## src/rtl/bcd_pkg.sv

```systemverilog
// bcd_pkg: shared types and helpers for the iterative binary-to-BCD converter.
// Rev 1.0
`default_nettype none

package bcd_pkg;

  typedef enum logic [0:0] {
    IDLE  = 1'b0,
    SHIFT = 1'b1
  } state_t;

  // Largest value representable in the given number of decimal digits.
  function automatic logic [31:0] max_dec(input int digits);
    logic [31:0] r;
    r = 32'd1;
    for (int i = 0; i < digits; i++) begin
      r = r * 32'd10;
    end
    return r - 32'd1;
  endfunction

  // Bit counter width needed to hold the value in_width.
  function automatic int cnt_width(input int in_width);
    return $clog2(in_width + 1);
  endfunction

endpackage

`default_nettype wire

```

## src/rtl/bcd_digit_adj.sv

```systemverilog
// bcd_digit_adj: double-dabble digit correction, adds 3 to digits of 5 or more.
// Rev 1.0
`default_nettype none

module bcd_digit_adj (
  input  logic [3:0] din,
  output logic [3:0] dout
);

  assign dout = (din >= 4'd5) ? din + 4'd3 : din;

endmodule

`default_nettype wire

```

## src/rtl/bin_to_bcd_seq.sv

```systemverilog
// bin_to_bcd_seq: one-bit-per-clock binary-to-BCD converter with overflow
// saturation and leading-zero blanking. Rev 1.0
`default_nettype none

module bin_to_bcd_seq
  import bcd_pkg::*;
#(
  parameter int IN_WIDTH = 8,
  parameter int DIGITS   = 3
) (
  input  logic                  clk,
  input  logic                  rst,
  input  logic                  start,
  input  logic [IN_WIDTH-1:0]   binary_in,
  output logic                  busy,
  output logic                  done,
  output logic [4*DIGITS-1:0]   bcd_out,
  output logic                  overflow,
  output logic [DIGITS-1:0]     blank
);

  localparam int                CW        = cnt_width(IN_WIDTH);
  localparam int                AW        = 4 * DIGITS + 4;
  localparam logic [31:0]       MAX_VAL   = max_dec(DIGITS);
  localparam logic [DIGITS-1:0] BLANK_RST = ~DIGITS'(1);

  state_t              state;
  logic [IN_WIDTH-1:0] sreg;
  logic [AW-1:0]       acc;
  logic [AW-1:0]       acc_adj;
  logic [AW-1:0]       acc_next;
  logic [CW-1:0]       cnt;
  logic                ovf_pend;
  logic [DIGITS-1:0]   blank_next;
  logic                zero_run;

  for (genvar g = 0; g <= DIGITS; g++) begin : g_adj
    bcd_digit_adj u_adj (
      .din  (acc[4*g +: 4]),
      .dout (acc_adj[4*g +: 4])
    );
  end

  assign acc_next = {acc_adj[AW-2:0], sreg[IN_WIDTH-1]};

  // Walk from the most significant digit down; a digit blanks only while every
  // digit above it is also zero. Digit 0 never blanks.
  always_comb begin
    blank_next = '0;
    zero_run   = 1'b1;
    for (int k = DIGITS - 1; k >= 1; k--) begin
      zero_run      = zero_run & (acc_next[4*k +: 4] == 4'd0);
      blank_next[k] = zero_run;
    end
  end

  always_ff @(posedge clk) begin
    if (rst) begin
      state    <= IDLE;
      busy     <= 1'b0;
      done     <= 1'b0;
      bcd_out  <= '0;
      overflow <= 1'b0;
      blank    <= BLANK_RST;
      sreg     <= '0;
      acc      <= '0;
      cnt      <= '0;
      ovf_pend <= 1'b0;
    end else begin
      done <= 1'b0;
      case (state)
        IDLE: begin
          if (start) begin
            sreg     <= binary_in;
            acc      <= '0;
            cnt      <= CW'(IN_WIDTH);
            ovf_pend <= (32'(binary_in) > MAX_VAL);
            busy     <= 1'b1;
            state    <= SHIFT;
          end
        end
        SHIFT: begin
          acc  <= acc_next;
          sreg <= sreg << 1;
          cnt  <= cnt - CW'(1);
          if (cnt == CW'(1)) begin
            busy     <= 1'b0;
            done     <= 1'b1;
            state    <= IDLE;
            overflow <= ovf_pend;
            if (ovf_pend) begin
              bcd_out <= {DIGITS{4'h9}};
              blank   <= '0;
            end else begin
              bcd_out <= acc_next[4*DIGITS-1:0];
              blank   <= blank_next;
            end
          end
        end
        default: state <= IDLE;
      endcase
    end
  end

endmodule

`default_nettype wire

```

## config.mk

```make
export PLATFORM = sky130hd
export DESIGN_NAME = bin_to_bcd_seq
export DESIGN_NICKNAME = d
export VERILOG_FILES = /design/src/rtl/bcd_pkg.sv /design/src/rtl/bcd_digit_adj.sv /design/src/rtl/bin_to_bcd_seq.sv
export SDC_FILE = /design/constraint.sdc
export NUM_CORES = 1
export LEC_CHECK = 0
export CELL_PAD_IN_SITES_DETAIL_PLACEMENT = 2
export CELL_PAD_IN_SITES_GLOBAL_PLACEMENT = 2
export CORE_UTILIZATION = 28
export CTS_CLUSTER_DIAMETER = 30
export DETAILED_ROUTE_END_ITERATION = 8
export PLACE_DENSITY = 0.73
export SETUP_SLACK_MARGIN = 0.3
export SYNTH_ARGS = -nofsm -noshare
export SYNTH_HDL_FRONTEND = slang
export SYNTH_SLANG_ARGS = --single-unit
```

## constraint.sdc

```tcl
create_clock -name clk -period 1.8 [get_ports clk]
set_clock_uncertainty 0.05 [all_clocks]
set_input_delay 0.36 -clock clk [delete_from_list [all_inputs] [get_ports clk]]
set_output_delay 0.36 -clock clk [all_outputs]
set_load 0.02 [all_outputs]
```

### After elaboration in Yosys (flattened, before gate mapping)

Index checks and enable logic that the tools add are counted.

* register bits: 45
* bits of input ports: 11
* output and inout bits: 18
* word-level logic and storage cells: 44

* add/subtract/negate cells: 5
* magnitude comparators: 4
* equality and inequality tests: 3
* mux-type cells: 17
* bitwise logic cells: 2
* reductions and logical operators: 5

Operators by type and width (count)
* one-hot mux 16 bit (2 select lines): 1
* >= comparator 4 x 3 -> 1 bit, second input constant: 4
* two-way mux 16 bit: 1
* two-way mux 4 bit: 4
* one-hot mux 8 bit (2 select lines): 1
* adder 4 x 2 -> 4 bit, second input constant: 3
* zero test 4 bit: 2
* two-way mux 8 bit: 1
* one-hot mux 4 bit (2 select lines): 1
* two-way mux 1 bit: 5
* == test 4 x 1 -> 1 bit, second input constant: 1
* one-hot mux 1 bit (2 select lines): 2
* AND reduction 2 bit: 2
* subtractor 4 x 1 -> 4 bit, second input constant: 1
* adder 3 x 2 -> 3 bit, second input constant: 1
* two-way mux 3 bit: 1
* inequality test 2 x 1 -> 1 bit, second input constant: 1
* inequality test 2 bit, second input constant: 1
* OR reduction 2 bit: 1
* bitwise AND 1 bit: 1
* inverter 1 bit: 1

### Logic depth before layout (Yosys ltp)

* depth after elaboration: 4
* mapped depth: 7
* gate-level depth less buffers: 7

### Cells and area by module

From an unflattened synthesis, not the netlist that was laid out.

* cells, all modules: 218
* area, all modules: 1928.1 um^2

Modules (own cells, without submodules)
* bin_to_bcd_seq: instances 1, cells an instance 170, area each 1624.1 um^2, seq. area each 820.8 um^2
* bcd_digit_adj: instances 3, cells an instance 16, area each 101.3 um^2, seq. area each 0.0 um^2

### Worst setup path after synthesis

Ideal clock, no wire load.

* kind: reg-to-reg
* start point: reg acc[9]
* end point: reg blank[1]
* library setup time: 96 ps
* arrival time: 1569 ps
* data required time: 1654 ps
* setup slack: 85 ps
* stages on the path, launching flop included: 8
* buffers on the path: 0
* clock period less this slack: 1715 ps
* cells stage by stage: dfxtp_1 -> inv_1 -> ha_1 -> nand2b_1 -> a21oi_1 -> mux2i_1 -> nand3_2 -> o41ai_2

* word-level cells in the longest chain between the ends: 4
* elaborated cells on any way between the ends: 5
* those cells by class: add/sub (1); order compare (1); mux (1); bitwise (1); reduce/logical (1)

RTL lines
* start: declaration: RTL line bin_to_bcd_seq.sv:29 `logic [AW-1:0] acc;`
* start signal: assignment: RTL line bin_to_bcd_seq.sv:83 `acc <= acc_next;`
* adder 4 x 2 -> 4 bit or >= comparator 4 x 3 -> 1 bit (tied branches): RTL line bcd_digit_adj.sv:10 `assign dout = (din >= 4'd5) ? din + 4'd3 : din;`
* two-way mux 4 bit (*): RTL line bcd_digit_adj.sv:10
* zero test 4 bit (*): RTL line bin_to_bcd_seq.sv:52 `zero_run = zero_run & (acc_next[4*k +: 4] == 4'd0);`
* bitwise AND 1 bit (*): RTL line bin_to_bcd_seq.sv:52
* end signal: assignment: RTL line bin_to_bcd_seq.sv:96 `blank <= blank_next;`
* end: declaration: RTL line bin_to_bcd_seq.sv:19 `output logic [DIGITS-1:0] blank`

Every way passes the cells marked *; elsewhere a longest branch is shown, timed or not.
A chain may end at the register's enable or synchronous reset.

### Worst setup path in the final report

Same ends and word-level chain as after synthesis.

==> results by group <==
Outcome
  • Status: complete, no violations

Clock tree
  • H-tree depth: 2
  • Hold_buf cts: 0
  • CTS tree: yes
  • Clk Latency, worst-skew pair: 300 ps
  • Clock Root Buffer: clkbuf_8
  • CTS Sinks: 41
  • Clock transition at path regs: around 80 ps
  • CTS Buffer Depth: 2
  • Inserted Clock Buffers: 5

Final layout
  • # diodes: 0
  • NumNets Final: between 200 and 300
  • Fraction of layout cells with a size suffix above 1: between 20% and 30%
  • Area grow syn2layout: 41.9%
  • Layout fillers: 740

Critical path
  • Crit start category: register
  • Worst endpoint required time: between 1500 and 2000 ps
  • R2r setup slk: about 190 ps
  • Kind of critical path: reg -> reg
  • CP endpoint kind: register
  • Highest net fanout along the worst path: 3
  • Crit path DAT: 1750 ps

Detailed routing
  • Wire per inst: ~16 um
  • Via count: ~1800
  • Routed vias/inst: ~5
  • # DRC: 0
  • Final WL: about 5700 um
  • Post-DRT Antenna Nets: 0
  • First DRT Iteration DRCs: just under 60
  • DR pass1 iterations: 4

Synthesis
  • Synth Cell Area: about 1900 um2
  • Gate Count Post-Synth: 240
  • Count leader, synth: dfxtp_1
  • Synth area leaders: dfxtp_1 (42%), a21oi_1 (8.5%), nor2_1 (7.6%)
  • Avg Cell Area, Syn: just over 8 um2
  • Register area share after synthesis: roughly 42%
  • Area share of the largest cell type after synthesis: between 40 and 50%
  • Asr flop ratio synth: 0%
  • Ys Warns: 0
  • Yosys cell types: 32
  • Synth Register Bits: 41
  • Synth top cells by count: dfxtp_1 (41), nor2_1 (39), a21oi_1 (33)
  • Number of synthesized flops with an enable pin: 0
  • Top_reg_cell synth: dfxtp_1
  • Leading area contributor after synthesis: dfxtp_1

Floorplanning
  • Boundary pin count: 29
  • Die Wd: ~85 um
  • FP Rows: 29
  • Core Area: around 6500 um2
  • Die H: approximately 85 um
  • Initial core utilization: between 20% and 30%
  • Die Footprint: 7240 um2

Timing
  • Setup TNS: 0 ps
  • Final slew viol count: 0
  • Final worst path period share: between 80% and 90%
  • Fmax: 623 MHz
  • Final setup violation count: 0
  • RSZ-0062 raised after global routing: true
  • Final min period: 1610 ps
  • Final Hold Viols: 0

Power
  • Peak supply drop: 0.309 mV
  • Power, Total: between 1.5 and 2 mW
  • Leakage: 1.08 nW
  • Power Density: roughly 660 nW/um2

Place
  • DP HPWL: 3510 um
  • Buffers on Ports: 26
  • Routability cong.: 0.765

GRT
  • Vias in the first global route: 1898
  • GRT Residual Overflow: 0
  • Met1 Track Usage GR: 20.4%
  • GRT Total Usage: 16.3%
  • Largest net degree at the start of global routing: 42
  • Global Route met2 Usage: between 20% and 30%
  • GR met3 Demand/Resource: under 10%
  • Initial antenna violation count: 0
  • First-pass GRT wire length: about 9300 um
  • Busiest grt layer: met2

Flow run
  • Max-cap violations: 0

Min path
  • HP Class: reg -> reg
-- per-layer routing --
metal  wire (um)  vias up  part of all wire, %
li1            -      875                    -
met5           0        -                    0
met4          72        0                  1.3
met3         122        7                  2.2
met1        2520      867                   45
met2        2940       29                   52
-- metrics by stage --
stage,instances,hold slack (ps),instance area (um2),worst slack (ps),util [%]
finish,356,407,2740,194,42.2
global placement,339,397,2320,72.6,35.8
global route,356,425,2740,119,42.2
floorplan,241,395,1940,314,-
CTS,352,410,2580,218,39.7
detailed placement,339,403,2320,18.6,35.8
-- power breakdown --
group	internal (mW)	switching (mW)
Sequential	0.930	0.0229
Clock	0.305	0.332
Combinational	0.0958	0.120
Total	1.33	0.475
-- sequential cells by signal, indices dropped and copies added (netlist names) --
name	cells
state	1
done	1
blank	2
busy	1
acc	12
cnt	4
bcd_out	12
sreg	8
-- path summary, 6_finish.rpt --
check | from | end | cells after the start
setup / recovery | acc[9] | blank[1] | 7
hold / removal | bcd_out[0] | bcd_out[0] | 2
setup reg to reg | acc[9] | blank[1] | 7
hold reg to reg | bcd_out[0] | bcd_out[0] | 2
-- layout make-up --
cell class / instances / area [um2] / share of cell area [%]
flip-flops and latches: 41 / 841 / 30.7
repair buffers: 48 / 449 / 16.4
multi-input cells: 174 / 1220 / 44.6
clock buffers: 7 / 86.3 / 3.15
inverters: 9 / 46.3 / 1.69
well taps: 77 / 96.3 / 3.51
-- cells by family (layout without fill, tap and decap cells) --
family                     after synthesis  in the layout  synth area share (%)
adders and majority gates                8              8                  5.18
other                                    1              2                 0.194
AOI/OAI and AO/OA                       48             48                  14.4
DFF                                     41             41                  42.5
muxes                                   13             13                  6.74
xor gates and xnor gates                 3              3                  1.36
and+or+nand+nor                        100            100                  23.4
buffers and inverters                   26             64                  6.22
-- critical path, stage by stage, from the launching register on --
cell	delay, ps
dfxtp_2	340
inv_4	50
ha_4	140
nand2b_4	140
a21oi_4	180
mux2i_1	240
nand3_2	120
o41ai_2	230
-- timing repair --
item,in CTS,in global routing
setup buffers,6,4
pin swaps,8,17
setup endpoints to repair,36,23
gates resized for setup,52,29
-- cells in the final DEF (no fill, tap or decap), types with 2 or more instances in the layout --
| master | n |
|---|---|
| dfxtp_2 | 4 |
| mux2i_1 | 10 |
| conb_1 | 2 |
| nand2_2 | 2 |
| and3_4 | 2 |
| nand2b_4 | 3 |
| buf_4 | 15 |
| mux2i_2 | 2 |
| dlygate4sd2_1 | 16 |
| ha_4 | 6 |
| o21ai_0 | 5 |
| inv_1 | 3 |
| clkbuf_8 | 6 |
| nand2b_1 | 3 |
| dfxtp_1 | 33 |
| nand2_1 | 27 |
| nand3_1 | 2 |
| nand3_2 | 2 |
| a311oi_1 | 2 |
| nor2_1 | 39 |
| a21oi_4 | 3 |
| nor3_1 | 13 |
| ha_1 | 2 |
| a21oi_2 | 7 |
| buf_12 | 2 |
| buf_6 | 5 |
| xnor2_4 | 2 |
| inv_4 | 5 |
| nor3b_1 | 5 |
| clkdlybuf4s50_1 | 10 |
| a21oi_1 | 25 |
| dfxtp_4 | 4 |
Power figures use the tool's default switching activity.
